$ cat src/rtl/alu_issue_stage.sv
// ID/EX issue stage: decodes an RV32I instruction to an ALU operation and operands,
// then registers the bundle behind a single-entry valid/ready handshake toward EX.
module alu_issue_stage #(
  parameter int DATA_WIDTH    = 32,
  parameter int OPCODE_LENGTH = 4
) (
  input  logic                     clk,
  input  logic                     rst_n,
  input  logic                     flush,
  input  logic                     in_valid,
  output logic                     in_ready,
  input  logic [31:0]              instr,
  input  logic [DATA_WIDTH-1:0]    pc,
  input  logic [DATA_WIDTH-1:0]    rs1_data,
  input  logic [DATA_WIDTH-1:0]    rs2_data,
  output logic                     out_valid,
  input  logic                     out_ready,
  output logic [DATA_WIDTH-1:0]    SrcA,
  output logic [DATA_WIDTH-1:0]    SrcB,
  output logic [OPCODE_LENGTH-1:0] Operation,
  output logic [4:0]               rd,
  output logic                     reg_write,
  output logic                     is_branch,
  output logic                     br_invert,
  output logic                     illegal
);

  localparam logic [6:0] OpcOp     = 7'b0110011;
  localparam logic [6:0] OpcOpImm  = 7'b0010011;
  localparam logic [6:0] OpcLui    = 7'b0110111;
  localparam logic [6:0] OpcAuipc  = 7'b0010111;
  localparam logic [6:0] OpcLoad   = 7'b0000011;
  localparam logic [6:0] OpcStore  = 7'b0100011;
  localparam logic [6:0] OpcBranch = 7'b1100011;

  localparam logic [OPCODE_LENGTH-1:0] AluAdd  = 4'b0000;
  localparam logic [OPCODE_LENGTH-1:0] AluSub  = 4'b0001;
  localparam logic [OPCODE_LENGTH-1:0] AluXor  = 4'b0010;
  localparam logic [OPCODE_LENGTH-1:0] AluOr   = 4'b0011;
  localparam logic [OPCODE_LENGTH-1:0] AluAnd  = 4'b0100;
  localparam logic [OPCODE_LENGTH-1:0] AluSrl  = 4'b0101;
  localparam logic [OPCODE_LENGTH-1:0] AluSll  = 4'b0110;
  localparam logic [OPCODE_LENGTH-1:0] AluSra  = 4'b0111;
  localparam logic [OPCODE_LENGTH-1:0] AluSlt  = 4'b1000;
  localparam logic [OPCODE_LENGTH-1:0] AluSltu = 4'b1001;
  localparam logic [OPCODE_LENGTH-1:0] AluEq   = 4'b1010;

  logic [6:0]            opcode;
  logic [2:0]            funct3;
  logic [6:0]            funct7;
  logic                  alt_f7;
  logic [DATA_WIDTH-1:0] imm_i;
  logic [DATA_WIDTH-1:0] imm_s;
  logic [DATA_WIDTH-1:0] imm_u;
  logic [DATA_WIDTH-1:0] shamt;

  assign opcode = instr[6:0];
  assign funct3 = instr[14:12];
  assign funct7 = instr[31:25];
  assign alt_f7 = (funct7 == 7'b0100000);
  assign imm_i  = {{20{instr[31]}}, instr[31:20]};
  assign imm_s  = {{20{instr[31]}}, instr[31:25], instr[11:7]};
  assign imm_u  = {instr[31:12], 12'b0};
  assign shamt  = {27'b0, instr[24:20]};

  logic [DATA_WIDTH-1:0]    d_srca;
  logic [DATA_WIDTH-1:0]    d_srcb;
  logic [OPCODE_LENGTH-1:0] d_op;
  logic [4:0]               d_rd;
  logic                     d_rw;
  logic                     d_br;
  logic                     d_inv;
  logic                     d_ill;

  always_comb begin
    d_srca = rs1_data;
    d_srcb = rs2_data;
    d_op   = AluAdd;
    d_rd   = instr[11:7];
    d_rw   = 1'b1;
    d_br   = 1'b0;
    d_inv  = 1'b0;
    d_ill  = 1'b0;
    case (opcode)
      OpcOp: begin
        unique case (funct3)
          3'b000: d_op = alt_f7 ? AluSub : AluAdd;
          3'b001: d_op = AluSll;
          3'b010: d_op = AluSlt;
          3'b011: d_op = AluSltu;
          3'b100: d_op = AluXor;
          3'b101: d_op = alt_f7 ? AluSra : AluSrl;
          3'b110: d_op = AluOr;
          3'b111: d_op = AluAnd;
        endcase
        // Only ADD/SUB and SRL/SRA have an alternate encoding
        if (!((funct7 == 7'b0) || (alt_f7 && (funct3 == 3'b000 || funct3 == 3'b101)))) begin
          d_ill = 1'b1;
        end
      end
      OpcOpImm: begin
        d_srcb = imm_i;
        unique case (funct3)
          3'b000: d_op = AluAdd;
          3'b001: begin
            d_op   = AluSll;
            d_srcb = shamt;
            d_ill  = (funct7 != 7'b0);
          end
          3'b010: d_op = AluSlt;
          3'b011: d_op = AluSltu;
          3'b100: d_op = AluXor;
          3'b101: begin
            d_op   = instr[30] ? AluSra : AluSrl;
            d_srcb = shamt;
          end
          3'b110: d_op = AluOr;
          3'b111: d_op = AluAnd;
        endcase
      end
      OpcLui: begin
        d_srca = '0;
        d_srcb = imm_u;
      end
      OpcAuipc: begin
        d_srca = pc;
        d_srcb = imm_u;
      end
      OpcLoad: d_srcb = imm_i;
      OpcStore: begin
        d_srcb = imm_s;
        d_rd   = 5'd0;
        d_rw   = 1'b0;
      end
      OpcBranch: begin
        d_rd  = 5'd0;
        d_rw  = 1'b0;
        d_br  = 1'b1;
        d_inv = funct3[0];
        unique case (funct3[2:1])
          2'b00: d_op = AluEq;
          2'b01: d_ill = 1'b1;
          2'b10: d_op = AluSlt;
          2'b11: d_op = AluSltu;
        endcase
      end
      default: d_ill = 1'b1;
    endcase
    // Illegal bundles still flow to EX, but must not write or steer a branch
    if (d_ill) begin
      d_op  = AluAdd;
      d_rw  = 1'b0;
      d_br  = 1'b0;
      d_inv = 1'b0;
    end
    if (d_rd == 5'd0) d_rw = 1'b0;
  end

  logic accept;

  assign in_ready = !out_valid || out_ready;
  assign accept   = in_valid && in_ready;

  always_ff @(posedge clk or negedge rst_n) begin
    if (!rst_n) begin
      out_valid <= 1'b0;
      SrcA      <= '0;
      SrcB      <= '0;
      Operation <= '0;
      rd        <= '0;
      reg_write <= 1'b0;
      is_branch <= 1'b0;
      br_invert <= 1'b0;
      illegal   <= 1'b0;
    end else if (flush) begin
      out_valid <= 1'b0;
    end else if (accept) begin
      out_valid <= 1'b1;
      SrcA      <= d_srca;
      SrcB      <= d_srcb;
      Operation <= d_op;
      rd        <= d_rd;
      reg_write <= d_rw;
      is_branch <= d_br;
      br_invert <= d_inv;
      illegal   <= d_ill;
    end else if (out_ready) begin
      out_valid <= 1'b0;
    end
  end

endmodule

$ cat config.mk
export PLATFORM = sky130hd
export DESIGN_NAME = alu_issue_stage
export DESIGN_NICKNAME = d
export VERILOG_FILES = /design/src/rtl/alu_issue_stage.sv
export SDC_FILE = /design/constraint.sdc
export NUM_CORES = 1
export LEC_CHECK = 0
export CORE_MARGIN = 5
export CORE_UTILIZATION = 42
export CTS_CLUSTER_SIZE = 12
export DETAILED_ROUTE_END_ITERATION = 6
export GPL_TIMING_DRIVEN = 0
export PLACE_DENSITY_LB_ADDON = 0.25
export SYNTH_ARGS = -nofsm -noshare
export SYNTH_HDL_FRONTEND = slang
export SYNTH_SLANG_ARGS = --single-unit
$ cat constraint.sdc
create_clock -name clk -period 5.2 [get_ports clk]
set_clock_uncertainty 0.2 [all_clocks]
set_input_delay 1.04 -clock clk [delete_from_list [all_inputs] [get_ports clk]]
set_output_delay 1.04 -clock clk [all_outputs]
set_load 0.03 [all_outputs]
==> run summary, run 1 <==
combinational share of power - 0.342
cell area after synthesis - 3926 um^2
Least-Margin Pin Slew - 567.9 ps
Setup CP Type - in -> out
total track usage - 0.2524
first-pass GRT wire length - 22.78 mm
vias in the first global route - 4571
drt total wl - 14.14 mm
hold buffers post-CTS - 0
largest net degree at the start of global routing - 42
Pwr Total - 1.822 mW
worst hold start - rd[3]
Setup crit end - in_ready
worst r2r dst - SrcA[8]
Setup WS post-layout - 1596 ps
crit path max fanout - 3
flops & latches, synth - 78
row count - 35
Clock Tree Root - clkbuf_8
Post-Place Setup Slack - 1589 ps
RR Startpoint - out_valid
number of max-cap violations - 0
die footprint - 11380 um^2
Skew-Pair Late Insertion Delay - 350 ps
post-CTS setup buffers - 0
status - finished, final reports clean
Max Clk Rate - 277.5 MHz
CP Data Arrival Time - 2360 ps
Die Height - 106.7 um
syn nets - 585
initial DRC count - 124
post-route ant nets - 0
gpl congestion - 0.8784
n_diodes - 0
post-CTS sizing - 0
total gr overflow - 0
fin crit share - 0.6930
DR DRC count - 0
Pre-antenna DRT Iters - 4
min cycle time layout - 3604 ps
P_int - 1.206 mW
clock transition at the registers of the reported paths - 80 ps
NumNets Final - 807
sw power - 0.6161 mW
Num Clock Sinks - 78
Worst R2R Path Depth - 7
DR vias/cell - 5.419
Startpoint Class - input pin
r2r setup slk - 2950 ps
Die X - 106.7 um
# setup viols final - 0
Sw Share - 0.3382
Clk pwr share - 0.255
sequential-to-total area share from yosys stat - 0.4971
# IOs - 212
VDD IR max - 0.1410 mV
Mean Syn Cell Area - 8.686 um^2
detailed placement HPWL - 11.19 mm
PortBufs - 210
Slew HR - 0.6206
CTS tree - yes
initial antenna violation count - 0
cts bufs inserted - 9
vias - 4281
origin of the worst setup path - out_ready
RSZ-0062 raised after global routing - false
Fin. Hold Viols - 0
cells after synthesis - 452
fin. max-slew vios - 0
CP Capture Type - primary output
share of power burned in registers - 0.404
wire per inst - 17.90 um
Static Leak - 2.624 nW
total core area - 9196 um^2
post-synth cell types - 40
Initial Utilization - 0.4269
PD cells - 285.4 nW/um^2
clk buf depth - 2
Hold Crit Class - reg -> reg
Req. time, crit path - 3960 ps
layout cells sized above 1 - 0.05744
setup_tns - 0 ps
Layout Area Growth over Synthesis - 62.59%
synth warn - 0
H-tree levels - 3
[critical path: stages]
cell	delay, ps
clkdlybuf4s50_1	420
nor2b_1	210
inv_1	90
clkdlybuf4s50_1	600
[Yosys cell counts]
cell type | number | area share
buf_1 | 2 | 0.0019
o32ai_1 | 1 | 0.0022
nor2_1 | 33 | 0.032
buf_6 | 1 | 0.0029
a32o_1 | 5 | 0.013
a211oi_2 | 1 | 0.0032
a21o_1 | 1 | 0.0019
a31oi_1 | 1 | 0.0016
a21oi_1 | 54 | 0.069
clkbuf_1 | 21 | 0.020
nand3_1 | 7 | 0.0089
buf_2 | 11 | 0.014
and2_1 | 1 | 0.0016
nand3b_1 | 2 | 0.0038
and3_1 | 2 | 0.0032
xor2_1 | 1 | 0.0022
nand2_2 | 1 | 0.0016
nor2_2 | 2 | 0.0032
nor3_1 | 2 | 0.0025
nor3_4 | 1 | 0.0041
mux2i_1 | 1 | 0.0025
or4_4 | 1 | 0.0029
and3b_1 | 1 | 0.0022
nand4bb_1 | 1 | 0.0029
a221oi_2 | 1 | 0.0038
a221o_1 | 1 | 0.0025
nor2b_1 | 4 | 0.0064
nand2b_1 | 1 | 0.0016
o32ai_2 | 1 | 0.0041
o21ai_0 | 30 | 0.038
nor3b_1 | 33 | 0.063
o21a_1 | 1 | 0.0019
a221oi_1 | 12 | 0.027
inv_1 | 9 | 0.0086
nand2_1 | 73 | 0.070
and4bb_2 | 1 | 0.0032
a22o_1 | 2 | 0.0045
o21ai_1 | 50 | 0.064
a22oi_1 | 1 | 0.0019
dfrtp_1 | 78 | 0.50
[per-layer routing]
layer / vias to the layer above / wire [um] / global-route usage
met3: 27 / 1617 / 0.1132
met5: - / 0 / 0
met4: 0 / 289 / 0.08858
met1: 2020 / 5356 / 0.2785
met2: 199 / 6879 / 0.4308
li1: 2035 / - / -
[how the worst min path moves through the flow]
stage | end | cells after the start | slack, ps
2_1_floorplan | rd[0] | 2 | 440
3_3_place_gp | rd[2] | 2 | 260
3_5_place_dp | rd[3] | 2 | 260
4_1_cts | rd[3] | 2 | 270
5_1_grt | SrcA[4] | 2 | 320
6_report | rd[3] | 2 | 270
[flip-flops by register name, summed over array words and instances, names as in the netlist]
register	cells
reg_write	1
br_invert	1
SrcA	32
Operation	4
is_branch	1
rd	5
out_valid	1
SrcB	32
illegal	1
[metrics by stage]
step,area [um^2],hold slack [ps],util,std cells
after global routing,6384,315.8,0.6942,790
final,6384,268.5,0.6942,790
after CTS,6384,274.9,0.6942,790
after floorplan,3926,442.3,-,452
after global placement,6167,255.4,0.6706,773
after detailed placement,6185,257.3,0.6725,774
[power groups by stage]
stage	Sequential, mW	Combinational (mW)	Clock [mW]
after floorplan	0.911	0.119	0
after global placement	0.743	0.615	0
after detailed placement	0.747	0.625	0
after global routing	0.746	0.664	0.499
final	0.735	0.622	0.464
after CTS	0.735	0.628	0.473
[logic make-up (layout without fill, tap and decap cells)]
logic type / count (synthesis) / in the layout / synth area share
XOR/XNOR: 1 / 1 / 0.002231
buffers and inverters: 44 / 271 / 0.04748
multiplexers: 1 / 1 / 0.002549
AND/OR/NAND/NOR: 166 / 166 / 0.2126
AO/OA/AOI/OAI: 162 / 162 / 0.2381
flip-flops: 78 / 78 / 0.4971
[cells in the final DEF (no fill, tap or decap), drive strengths merged, types with 2 or more instances in the layout]
cell           instances
clkbuf                31
nor3b                 33
nand3                  7
nor2b                  4
clkinv                 4
a22o                   2
nor3                   3
dfrtp                 78
nor2                  35
buf                   16
and3                   2
a21oi                 54
a221oi                13
o21ai                 80
clkdlybuf4s50        209
a32o                   5
inv                    9
nand3b                 2
o32ai                  2
nand2                 74
[final cells by class]
class | instances | area (um^2)
fill | 770 | 2813
timing repair buffer | 211 | 2120
sequential | 78 | 1952
multi-input combinational | 330 | 1788
buffer | 35 | 152.6
tap | 111 | 138.9
clock buffer | 10 | 137.6
clock inverter | 6 | 61.31
inverter | 9 | 33.78
(Power assumes the default switching activity.)
==> run 2, diff against run 1 <==
--- a/config.mk
+++ b/config.mk
@@ -6,7 +6,7 @@
 export NUM_CORES = 1
 export LEC_CHECK = 0
 export CORE_MARGIN = 5
-export CORE_UTILIZATION = 42
+export CORE_UTILIZATION = 39
 export CTS_CLUSTER_SIZE = 12
 export DETAILED_ROUTE_END_ITERATION = 6
 export GPL_TIMING_DRIVEN = 0
==> constraint.sdc (replaced) <==
create_clock -name clk -period 3.7 [get_ports clk]
set_clock_uncertainty 0.2 [all_clocks]
set_input_delay 0.74 -clock clk [delete_from_list [all_inputs] [get_ports clk]]
set_output_delay 0.74 -clock clk [all_outputs]
set_load 0.03 [all_outputs]
==> run 2 against run 1 <==
  * Global-route usage fell by 1.2 points
  * First-iteration DRC count rose by 110%
  * Cell area rose by 0.18%
  * Flip-flop and latch count did not move
  * Cell count rose by 2.8%
  * Sequential share of layout area fell by 0.054 points
  * Clock power rose by 36%
==> run summary, run 2 (synthesis gave the netlist of run 1 again) <==
Die X - 110.3 um (+3.4%)
post-CTS sizing - 0 (unchanged)
worst r2r dst - SrcA[16]
n_diodes - 0 (unchanged)
number of max-cap violations - 0 (unchanged)
Skew-Pair Late Insertion Delay - 350 ps (about the same)
CP peak stage delay - 620 ps (+20 ps)
CP Capture Type - primary output
CP Data Arrival Time - 2070 ps (-290 ps)
most frequent CP cell - clkdlybuf4s50_1
H-tree levels - 3 (unchanged)
# setup viols final - 0 (unchanged)
status - finished, final reports clean
wire per inst - 17.92 um (+0.13%)
total track usage - 0.2409 (-0.01153)
placed cells - 796 (+2.8%)
post-CTS setup buffers - 0 (unchanged)
Pre-antenna DRT Iters - 4 (unchanged)
PD cells - 397.2 nW/um^2 (+39%)
total core area - 9774 um^2 (+6.3%)
Num Clock Sinks - 78 (unchanged)
commonest cells after routing, fill and taps aside - 209 x clkdlybuf4s50_1, 78 x dfrtp_1, 73 x nand2_1
Setup WS post-layout - 686.2 ps (-910.2 ps)
Clock Tree Root - clkbuf_8
Static Leak - 2.612 nW (-0.44%)
RSZ-0062 raised after global routing - false
vias - 4276 (-0.12%)
largest registers - SrcA (32), SrcB (32), rd (5)
Setup CP Type - in -> out
detailed placement HPWL - 11.63 mm (+3.9%)
Fin. Hold Viols - 0 (unchanged)
Max Clk Rate - 331.8 MHz
Startpoint Class - input pin
DR vias/cell - 5.266 (-2.8%)
VDD IR max - 0.2522 mV (+79%)
final std cells w/o fill - 812 (+2.8%)
gpl congestion - 0.9160 (+4.3%)
Hold Crit Class - in -> async
Die Height - 110.3 um (+3.4%)
# IOs - 212 (unchanged)
CTS tree - yes
RR Startpoint - out_valid
drt total wl - 14.55 mm (+2.9%)
hold buffers post-CTS - 0 (unchanged)
Layout Area Growth over Synthesis - 62.87%
min cycle time layout - 3014 ps
Req. time, crit path - 2760 ps (-1200 ps)
first-pass GRT wire length - 22.42 mm (-1.6%)
CP Cell Sequence - clkdlybuf4s50_1 > nor2b_1 > inv_1 > clkdlybuf4s50_1
PortBufs - 210 (unchanged)
Initial Utilization - 0.4017 (-0.02525)
fin. max-slew vios - 0 (unchanged)
layout cells sized above 1 - 0.05302 (-0.004418)
DR DRC count - 0 (unchanged)
r2r setup slk - 1460 ps (-1490 ps)
Finished Core Util - 0.6543 (-0.03990)
crit path max fanout - 3 (unchanged)
CP max stage cell - clkdlybuf4s50_1
clock transition at the registers of the reported paths - 90 ps (about the same)
row count - 36 (+2.9%)
Post-Place Setup Slack - 652.2 ps (-937.2 ps)
die footprint - 12170 um^2 (+7.0%)
initial DRC count - 262 (+110%)
largest net degree at the start of global routing - 41 (-2.4%)
setup_tns - 0 ps (unchanged)
Worst R2R Path Depth - 7 (unchanged)
fin crit share - 0.8145
initial antenna violation count - 0 (unchanged)
commonest non-fill, non-tap cell in the layout - clkdlybuf4s50_1
Least-Margin Pin Slew - 601.1 ps (+33.18 ps)
vias in the first global route - 4436 (-3.0%)
NumNets Final - 807 (unchanged)
Slew HR - 0.5993 (-0.02130)
Pwr Total - 2.540 mW (+39%)
cts bufs inserted - 9 (unchanged)
clk buf depth - 2 (unchanged)
post-route ant nets - 0 (unchanged)
total gr overflow - 0 (unchanged)
==> run 2: changes by cell type in the layout (fill, tap and decap cells not counted) <==
cell      delta
clkbuf_8     -1
clkinv_2     -1
clkbuf_1     +3
clkinv_4     -1
==> run 2: stage by stage <==
stage	cell area, um^2	hold slack [ps]
floorplan	3926	244.4
global placement	6195	253.4
detailed placement	6212	256.2
CTS	6395	177.0
global route	6395	197.1
finish	6395	159.1
==> run 2: how the worst max path moves through the flow <==
stage	cells past startpoint	slack [ps]	endpoint	startpoint
global route	4	600	in_ready	out_ready
global placement	1	-1090	SrcB[8]	rst_n
CTS	4	690	in_ready	out_ready
finish	4	690	in_ready	out_ready
detailed placement	8	650	SrcA[16]	out_ready
floorplan	7	1470	SrcA[10]	out_ready
==> run 2: critical path, delay by kind of cell <==
family	cells	cell delay, ps
buf+inv	3	1120
simple gates	1	210
==> run 2: routing by layer <==
metal,up-vias,global-route usage,routed length [um]
met4,0,0.07036,199
met2,193,0.4198,6943
met3,13,0.09144,1698
met1,2033,0.2751,5713
li1,2037,-,-
met5,-,0,0
==> run 2: final cells by class <==
cell class	count	area, um^2
Timing Repair Buffer	211	2120
Clock inverter	4	47.55
Multi-Input combinational cell	330	1788
Tap cell	133	166.4
Sequential cell	78	1952
Fill cell	847	3379
Buffer	35	152.6
Clock buffer	12	135.1
Inverter	9	33.78
==> run 2: where the power goes <==
part           switching, mW  internal, mW  total, mW
logic                  0.474         0.398      0.873
clock network          0.321         0.311      0.632
registers             0.0674         0.968       1.04
